[src/rtl/fg_sweep_controller_if.sv]
// rtl/fg_sweep_controller_if.sv - sweep configuration handshake bundle
//
// Purpose: carries one sweep configuration from the control source to
//          fg_sweep_controller with a valid/ready handshake.
// Signals:
//   cfg_valid  master->slave  configuration offered
//   cfg_ready  slave->master  configuration taken when valid & ready
//   cfg_start  master->slave  first step value
//   cfg_stop   master->slave  last allowed step value
//   cfg_inc    master->slave  step increment between points
//   cfg_dwell  master->slave  each point held for cfg_dwell+1 ticks
//   cfg_wave   master->slave  waveform for the whole sweep
//   cfg_loops  master->slave  sweep repetitions, 0 = until abort
interface fg_sweep_controller_if #(
   parameter int STEP_W  = 8,
   parameter int DWELL_W = 16,
   parameter int LOOP_W  = 8
);
   logic               cfg_valid;
   logic               cfg_ready;
   logic [STEP_W-1:0]  cfg_start;
   logic [STEP_W-1:0]  cfg_stop;
   logic [STEP_W-1:0]  cfg_inc;
   logic [DWELL_W-1:0] cfg_dwell;
   logic [1:0]         cfg_wave;
   logic [LOOP_W-1:0]  cfg_loops;

   modport master (
      output cfg_valid, cfg_start, cfg_stop, cfg_inc, cfg_dwell, cfg_wave, cfg_loops,
      input  cfg_ready
   );

   modport slave (
      input  cfg_valid, cfg_start, cfg_stop, cfg_inc, cfg_dwell, cfg_wave, cfg_loops,
      output cfg_ready
   );
endinterface

[src/rtl/fg_sweep_controller.sv]
// rtl/fg_sweep_controller.sv - DDS frequency sweep sequencer
//
// Purpose: steps the phase-accumulator increment (f_step) through a
//          configured frequency sweep, holding each point for a number of
//          sample ticks, and drives wave_select / phase_en for the ROM.
// Optional feature: define FG_SWEEP_PINGPONG_EN for up-then-down sweeps;
//          undefined gives sawtooth (up-only) sweeps.
// Ports:
//   clk_50MHz_i    system clock, all logic on posedge
//   rst_i          synchronous active-high reset
//   tick_i         1-cycle sample strobe; dwell counts only on tick
//   cfg            configuration handshake (slave modport)
//   start_i        begin sweep (level, sampled each cycle)
//   abort_i        stop immediately
//   f_step_o       step to the phase accumulator
//   wave_select_o  ROM waveform select
//   phase_en_o     enables phase accumulator and ROM
//   busy_o         high while sweeping
//   done_o         1-cycle pulse at normal sweep completion
//   cfg_err_o      1-cycle pulse when an offered config is rejected
module fg_sweep_controller #(
   parameter int STEP_W  = 8,
   parameter int DWELL_W = 16,
   parameter int LOOP_W  = 8
) (
   input  logic                clk_50MHz_i,
   input  logic                rst_i,
   input  logic                tick_i,
   fg_sweep_controller_if.slave cfg,
   input  logic                start_i,
   input  logic                abort_i,
   output logic [STEP_W-1:0]   f_step_o,
   output logic [1:0]          wave_select_o,
   output logic                phase_en_o,
   output logic                busy_o,
   output logic                done_o,
   output logic                cfg_err_o
);

   typedef enum logic [1:0] {S_IDLE, S_ARMED, S_RUN, S_DONE} state_t;

   state_t             state_q;

   // latched configuration
   logic [STEP_W-1:0]  start_q, stop_q, inc_q;
   logic [DWELL_W-1:0] dwell_cfg_q;
   logic [1:0]         wave_cfg_q;
   logic [LOOP_W-1:0]  loops_cfg_q;

   // run-time counters and registered outputs
   logic [DWELL_W-1:0] dwell_q;
   logic [LOOP_W-1:0]  loop_q;
   logic [STEP_W-1:0]  f_step_q;
   logic [1:0]         wave_q;
   logic               phase_en_q, busy_q, done_q, cfg_err_q, cfg_ready_q;

   logic               accept_d, cfg_ok_d, loop_end_d;
   logic [STEP_W:0]    nxt_up_d;
   logic [STEP_W-1:0]  adv_step_d;

`ifdef FG_SWEEP_PINGPONG_EN
   logic               dir_down_q, dir_down_d, dn_under_d;
   logic [STEP_W:0]    nxt_dn_d;

   assign nxt_dn_d   = {1'b0, f_step_q} - {1'b0, inc_q};
   // one extra bit so an underflow past zero reads as negative
   assign dn_under_d = $signed(nxt_dn_d) < $signed({1'b0, start_q});
`endif

   // abort outranks a config offer in the same cycle
   assign accept_d = cfg.cfg_valid & cfg_ready_q & ~abort_i;
   assign cfg_ok_d = (cfg.cfg_inc != '0) && (cfg.cfg_start <= cfg.cfg_stop);
   // one extra bit so f_step+inc never wraps past the top of the range
   assign nxt_up_d = {1'b0, f_step_q} + {1'b0, inc_q};

   // next point of the current loop, or loop_end_d when the loop is used up
   always_comb begin
      loop_end_d = 1'b0;
      adv_step_d = f_step_q;
`ifdef FG_SWEEP_PINGPONG_EN
      dir_down_d = dir_down_q;
      if (!dir_down_q) begin
         if (nxt_up_d <= {1'b0, stop_q}) begin
            adv_step_d = nxt_up_d[STEP_W-1:0];
         end else if (dn_under_d) begin
            loop_end_d = 1'b1;
         end else begin
            // turn at the top without repeating the top point
            adv_step_d = nxt_dn_d[STEP_W-1:0];
            dir_down_d = 1'b1;
         end
      end else if (dn_under_d) begin
         loop_end_d = 1'b1;
      end else begin
         adv_step_d = nxt_dn_d[STEP_W-1:0];
      end
`else
      if (nxt_up_d <= {1'b0, stop_q}) begin
         adv_step_d = nxt_up_d[STEP_W-1:0];
      end else begin
         loop_end_d = 1'b1;
      end
`endif
   end

   always_ff @(posedge clk_50MHz_i) begin
      if (rst_i) begin
         state_q     <= S_IDLE;
         start_q     <= '0;
         stop_q      <= '0;
         inc_q       <= '0;
         dwell_cfg_q <= '0;
         wave_cfg_q  <= '0;
         loops_cfg_q <= '0;
         dwell_q     <= '0;
         loop_q      <= '0;
         f_step_q    <= '0;
         wave_q      <= '0;
         phase_en_q  <= 1'b0;
         busy_q      <= 1'b0;
         done_q      <= 1'b0;
         cfg_err_q   <= 1'b0;
         cfg_ready_q <= 1'b1;
`ifdef FG_SWEEP_PINGPONG_EN
         dir_down_q  <= 1'b0;
`endif
      end else begin
         done_q    <= 1'b0;
         cfg_err_q <= 1'b0;
         if (abort_i) begin
            // only IDLE lacks a held config; every other state falls back to ARMED
            state_q     <= (state_q == S_IDLE) ? S_IDLE : S_ARMED;
            f_step_q    <= '0;
            phase_en_q  <= 1'b0;
            busy_q      <= 1'b0;
            cfg_ready_q <= 1'b1;
`ifdef FG_SWEEP_PINGPONG_EN
            dir_down_q  <= 1'b0;
`endif
         end else begin
            unique case (state_q)
               S_IDLE, S_ARMED: begin
                  if (accept_d) begin
                     // a rejected config leaves any held config untouched
                     if (cfg_ok_d) begin
                        start_q     <= cfg.cfg_start;
                        stop_q      <= cfg.cfg_stop;
                        inc_q       <= cfg.cfg_inc;
                        dwell_cfg_q <= cfg.cfg_dwell;
                        wave_cfg_q  <= cfg.cfg_wave;
                        loops_cfg_q <= cfg.cfg_loops;
                        state_q     <= S_ARMED;
                     end else begin
                        cfg_err_q   <= 1'b1;
                     end
                  end else if (state_q == S_ARMED && start_i) begin
                     state_q     <= S_RUN;
                     f_step_q    <= start_q;
                     wave_q      <= wave_cfg_q;
                     phase_en_q  <= 1'b1;
                     busy_q      <= 1'b1;
                     dwell_q     <= dwell_cfg_q;
                     loop_q      <= loops_cfg_q;
                     cfg_ready_q <= 1'b0;
`ifdef FG_SWEEP_PINGPONG_EN
                     dir_down_q  <= 1'b0;
`endif
                  end
               end
               S_RUN: begin
                  if (tick_i) begin
                     if (dwell_q != '0) begin
                        dwell_q <= dwell_q - 1'b1;
                     end else begin
                        dwell_q <= dwell_cfg_q;
                        if (!loop_end_d) begin
                           f_step_q   <= adv_step_d;
`ifdef FG_SWEEP_PINGPONG_EN
                           dir_down_q <= dir_down_d;
`endif
                        end else if (loop_q == LOOP_W'(1)) begin
                           state_q    <= S_DONE;
                           done_q     <= 1'b1;
                           phase_en_q <= 1'b0;
                           busy_q     <= 1'b0;
                           f_step_q   <= '0;
                        end else begin
                           // loop_q==0 means run forever, so it is never decremented
                           f_step_q   <= start_q;
                           if (loop_q != '0) loop_q <= loop_q - 1'b1;
`ifdef FG_SWEEP_PINGPONG_EN
                           dir_down_q <= 1'b0;
`endif
                        end
                     end
                  end
               end
               S_DONE: begin
                  state_q     <= S_ARMED;
                  cfg_ready_q <= 1'b1;
               end
               default: state_q <= S_IDLE;
            endcase
         end
      end
   end

   assign cfg.cfg_ready   = cfg_ready_q;
   assign f_step_o        = f_step_q;
   assign wave_select_o   = wave_q;
   assign phase_en_o      = phase_en_q;
   assign busy_o          = busy_q;
   assign done_o          = done_q;
   assign cfg_err_o       = cfg_err_q;

endmodule

[src/flat_wrapper.sv]
// flat-port wrapper written by rule: the top's interface ports become plain ports
module fg_sweep_controller_flat 
#(
   parameter int STEP_W  = 8,
   parameter int DWELL_W = 16,
   parameter int LOOP_W  = 8
)
  (clk_50MHz_i, rst_i, tick_i, start_i, abort_i, f_step_o, wave_select_o, phase_en_o, busy_o, done_o, cfg_err_o, cfg_cfg_valid, cfg_cfg_start, cfg_cfg_stop, cfg_cfg_inc, cfg_cfg_dwell, cfg_cfg_wave, cfg_cfg_loops, cfg_cfg_ready);
  fg_sweep_controller_if #(.STEP_W(STEP_W), .DWELL_W(DWELL_W), .LOOP_W(LOOP_W)) cfg_i ();
  input  logic clk_50MHz_i;
  input  logic rst_i;
  input  logic tick_i;
  input  logic start_i;
  input  logic abort_i;
  output logic [STEP_W-1:0] f_step_o;
  output logic [1:0] wave_select_o;
  output logic phase_en_o;
  output logic busy_o;
  output logic done_o;
  output logic cfg_err_o;
  input wire logic [$bits(cfg_i.cfg_valid)-1:0] cfg_cfg_valid;
  input wire logic [$bits(cfg_i.cfg_start)-1:0] cfg_cfg_start;
  input wire logic [$bits(cfg_i.cfg_stop)-1:0] cfg_cfg_stop;
  input wire logic [$bits(cfg_i.cfg_inc)-1:0] cfg_cfg_inc;
  input wire logic [$bits(cfg_i.cfg_dwell)-1:0] cfg_cfg_dwell;
  input wire logic [$bits(cfg_i.cfg_wave)-1:0] cfg_cfg_wave;
  input wire logic [$bits(cfg_i.cfg_loops)-1:0] cfg_cfg_loops;
  output wire logic [$bits(cfg_i.cfg_ready)-1:0] cfg_cfg_ready;
  assign cfg_i.cfg_valid = cfg_cfg_valid;
  assign cfg_i.cfg_start = cfg_cfg_start;
  assign cfg_i.cfg_stop = cfg_cfg_stop;
  assign cfg_i.cfg_inc = cfg_cfg_inc;
  assign cfg_i.cfg_dwell = cfg_cfg_dwell;
  assign cfg_i.cfg_wave = cfg_cfg_wave;
  assign cfg_i.cfg_loops = cfg_cfg_loops;
  assign cfg_cfg_ready = cfg_i.cfg_ready;
  fg_sweep_controller #(.STEP_W(STEP_W), .DWELL_W(DWELL_W), .LOOP_W(LOOP_W)) u_core (.clk_50MHz_i(clk_50MHz_i), .rst_i(rst_i), .tick_i(tick_i), .cfg(cfg_i), .start_i(start_i), .abort_i(abort_i), .f_step_o(f_step_o), .wave_select_o(wave_select_o), .phase_en_o(phase_en_o), .busy_o(busy_o), .done_o(done_o), .cfg_err_o(cfg_err_o));
endmodule
[config.mk]
export PLATFORM = sky130hd
export DESIGN_NAME = fg_sweep_controller_flat
export DESIGN_NICKNAME = d
export VERILOG_FILES = /design/src/rtl/fg_sweep_controller_if.sv /design/src/rtl/fg_sweep_controller.sv /design/src/flat_wrapper.sv
export SDC_FILE = /design/constraint.sdc
export NUM_CORES = 1
export LEC_CHECK = 0
export ABC_CLOCK_PERIOD_IN_PS = 5700
export BUFFER_PORTS_ARGS = -buffer_cell sky130_fd_sc_hd__buf_4
export CORE_MARGIN = 2
export CORE_UTILIZATION = 64
export CTS_BUF_LIST = sky130_fd_sc_hd__clkbuf_4 sky130_fd_sc_hd__clkbuf_8
export CTS_CLUSTER_DIAMETER = 80
export DETAILED_ROUTE_END_ITERATION = 16
export HOLD_SLACK_MARGIN = 0.12
export PLACE_DENSITY_LB_ADDON = 0.15
export SYNTH_ARGS = -nofsm -noshare
export SYNTH_HDL_FRONTEND = slang
export SYNTH_SLANG_ARGS = --single-unit
[constraint.sdc]
create_clock -name clk_50MHz_i -period 5.7 [get_ports clk_50MHz_i]
set_clock_uncertainty 0.15 [all_clocks]
set_input_delay 0.285 -clock clk_50MHz_i [delete_from_list [all_inputs] [get_ports clk_50MHz_i]]
set_output_delay 0.285 -clock clk_50MHz_i [all_outputs]
set_load 0.02 [all_outputs]
==> reports/qor.yml <==
gp_congestion: 0.870
path_class: "flip-flop to flip-flop"
worst_slew_pin_slew_ns: 1.08
preCtsSetupSlack_ns: 1.69
cts.clk_slew.worst_paths_ns: 0.09
grt_pass1_vias: 4850
fin_crit_sh: 0.725
period_minus_slack_ns: 4.13
antenna_found_initial: 0
drt_wl_total_microns: 13300
cts_sinks: 90
dieArea_sq_um: 8410
fin_ws_ns: 1.57
dp_hpwl_microns: 8750
numPortBuffers: 70
grt_start_max_net_pins: 79
syn_inst: 587
grt_pass1_wl_microns: 22500
viasPerCell: 6.08
grt_overflow_total: 0
coreArea_sq_um: 7330
worstPathRequired_ns: 5.79
post_cts_resized: 0
cts-hold-fix-buffers: 51
syn_area_per_cell_sq_um: 8.38
cts_buffers: 9
p_per_area_nw_per_um2: 214
fin_worst_hold_slack_ns: 0.127
crit_path_start_kind: "flip-flop"
io_pins: 71
critPathCaptureType: "flip-flop"
register_area_sq_um: 1800
cp.arrival_ns: 4.22
slew_violations: 0
area_growth_pct: 25.8
rsz0062_at_grt: "false"
clkLatencyLatePin_ns: 0.36
vias: 4874
grt_use_total: 0.329
ys_async_sr_fraction: 0
synth_top_area_cell: "dfxtp_1"
ant_nets: 0
multi_input_area_sq_um: 2860
cap_violations: 0
synthFlopType: "dfxtp_1"
cts-root-buf: "clkbuf_8"
drive_gt1_frac: 0.151
synth_area_sq_um: 4920
ys_warn_count: 0
synth_area_leaders: "dfxtp_1 (37%), mux2i_1 (11%), ha_1 (7.1%)"
first_pass_iters: 5
worst-r2r-setup-slack_ns: 1.57
cts.path.max_buffers: 2
status: "finished clean"
dieHeight_microns: 91.7
htree_levels: 3
synthDistinctLibCells: 54
synth-edff-count: 0
synthTopCellsByCount: "dfxtp_1 (90), nor2_1 (86), mux2i_1 (52), o21ai_0 (41), inv_1 (35)"
initial_core_util: 0.671
clock.fmax_mhz: 242
hold_path.class: "input port to flip-flop"
seq_area_frac_synth: 0.366
row_count: 31
tns_ns: 0
synth.most_common_cell: "dfxtp_1"
wl_per_cell_microns: 16.7
nNetsFinal: 780
worstPathMaxFanout: 7
final.fill_count: 434
leakage_nw: 2.54
tritoncts: "built"
synth-seq-cells: 90
relSlewSlack: 0.277
die_width_microns: 91.7
cts_setup_buffers: 0
drtIter0Drc: 250
hold_viol_final: 0
max-vdd-ir-drop_uv: 172
finalSetupViolCount: 0
drc: 0
synth_top_area_frac: 0.366
synth_nets: 672
-- through the flow --
step                utilization  cells  power [mW]  area (sq um)
detailed placement        0.749    732       0.888          5490
CTS                       0.844    799        1.32          6190
floorplan                     -    587       0.816          4920
global placement          0.749    732       0.880          5490
global route              0.844    799        1.38          6190
finish                    0.845    801        1.32          6190
-- worst max-delay path, cell delays in order (launching register included) --
cell and delay [ns]:
dfxtp_1 0.38, ha_1 0.19, inv_1 0.06, fa_1 0.42
nor2b_1 0.17, o31a_1 0.17, o21ai_0 0.11, a21o_1 0.20
and2_1 0.14, ha_1 0.30, o21a_1 0.13, o21ai_0 0.08
a221oi_1 0.76, nor3_1 0.29, a311oi_1 0.36, a21oi_1 0.11
-- power by group --
group	switching [mW]	total [mW]	leakage, nW	internal [mW]
Sequential	0.0151	0.663	0.729	0.648
Combinational	0.132	0.247	1.71	0.116
Clock	0.238	0.413	0.0972	0.175
-- layout make-up --
cell class | count | area share
antenna | 2 | 0.000808
clock buffer | 10 | 0.0222
clock inverter | 6 | 0.00788
inverter | 35 | 0.0212
multi-input combinational | 432 | 0.462
sequential | 90 | 0.291
tap | 99 | 0.0200
timing repair buffer | 127 | 0.175
-- flip-flops by register name, summed over array words and instances, names as in the netlist, 2 cells and up --
signal,cells
u_core.stop_q,8
u_core.loop_q,8
u_core.f_step_o,8
u_core.inc_q,8
u_core.wave_select_o,2
u_core.dwell_cfg_q,16
u_core.dwell_q,16
u_core.wave_cfg_q,2
u_core.state_q,2
u_core.start_q,8
u_core.loops_cfg_q,8
-- cell families after synthesis --
| kind of cell | Yosys count | share of synthesized area |
|---|---|---|
| compound gates | 136 | 0.172 |
| xor+xnor | 3 | 0.00534 |
| fa+ha+maj | 29 | 0.0753 |
| buf+inv | 65 | 0.0539 |
| flops | 90 | 0.366 |
| mux | 58 | 0.120 |
| simple gates | 206 | 0.208 |
-- final timing paths --
check | start | endpoint | cells past startpoint
worst max register to register | u_core.f_step_o[0] | u_core.f_step_o[2] | 15
worst max-delay path | u_core.f_step_o[0] | u_core.f_step_o[2] | 15
worst min-delay path | start_i | u_core.cfg.cfg_ready | 4
worst min register to register | u_core.loops_cfg_q[0] | u_core.loop_q[0] | 2
-- layer usage --
metal  wire length, microns  vias up  GRT usage
li1                       -     2332          -
met1                   5550     2306      0.389
met2                   6670      207      0.589
met3                    877       29     0.0748
met4                    233        0      0.102
met5                      0        -          0
-- cell usage in the layout, fill, tap and decap left out, types with 7 or more instances in the layout --
cell type	n
a21oi_1	33
a22oi_1	7
a31oi_1	10
buf_4	76
clkbuf_8	10
dfxtp_1	90
dlygate4sd3_1	51
ha_1	28
inv_1	35
mux2i_1	52
nand2_1	33
nand3_1	15
nor2_1	86
nor3_1	17
nor4_1	13
o21ai_0	41
Note: power is estimated with default switching activity, not from simulation.
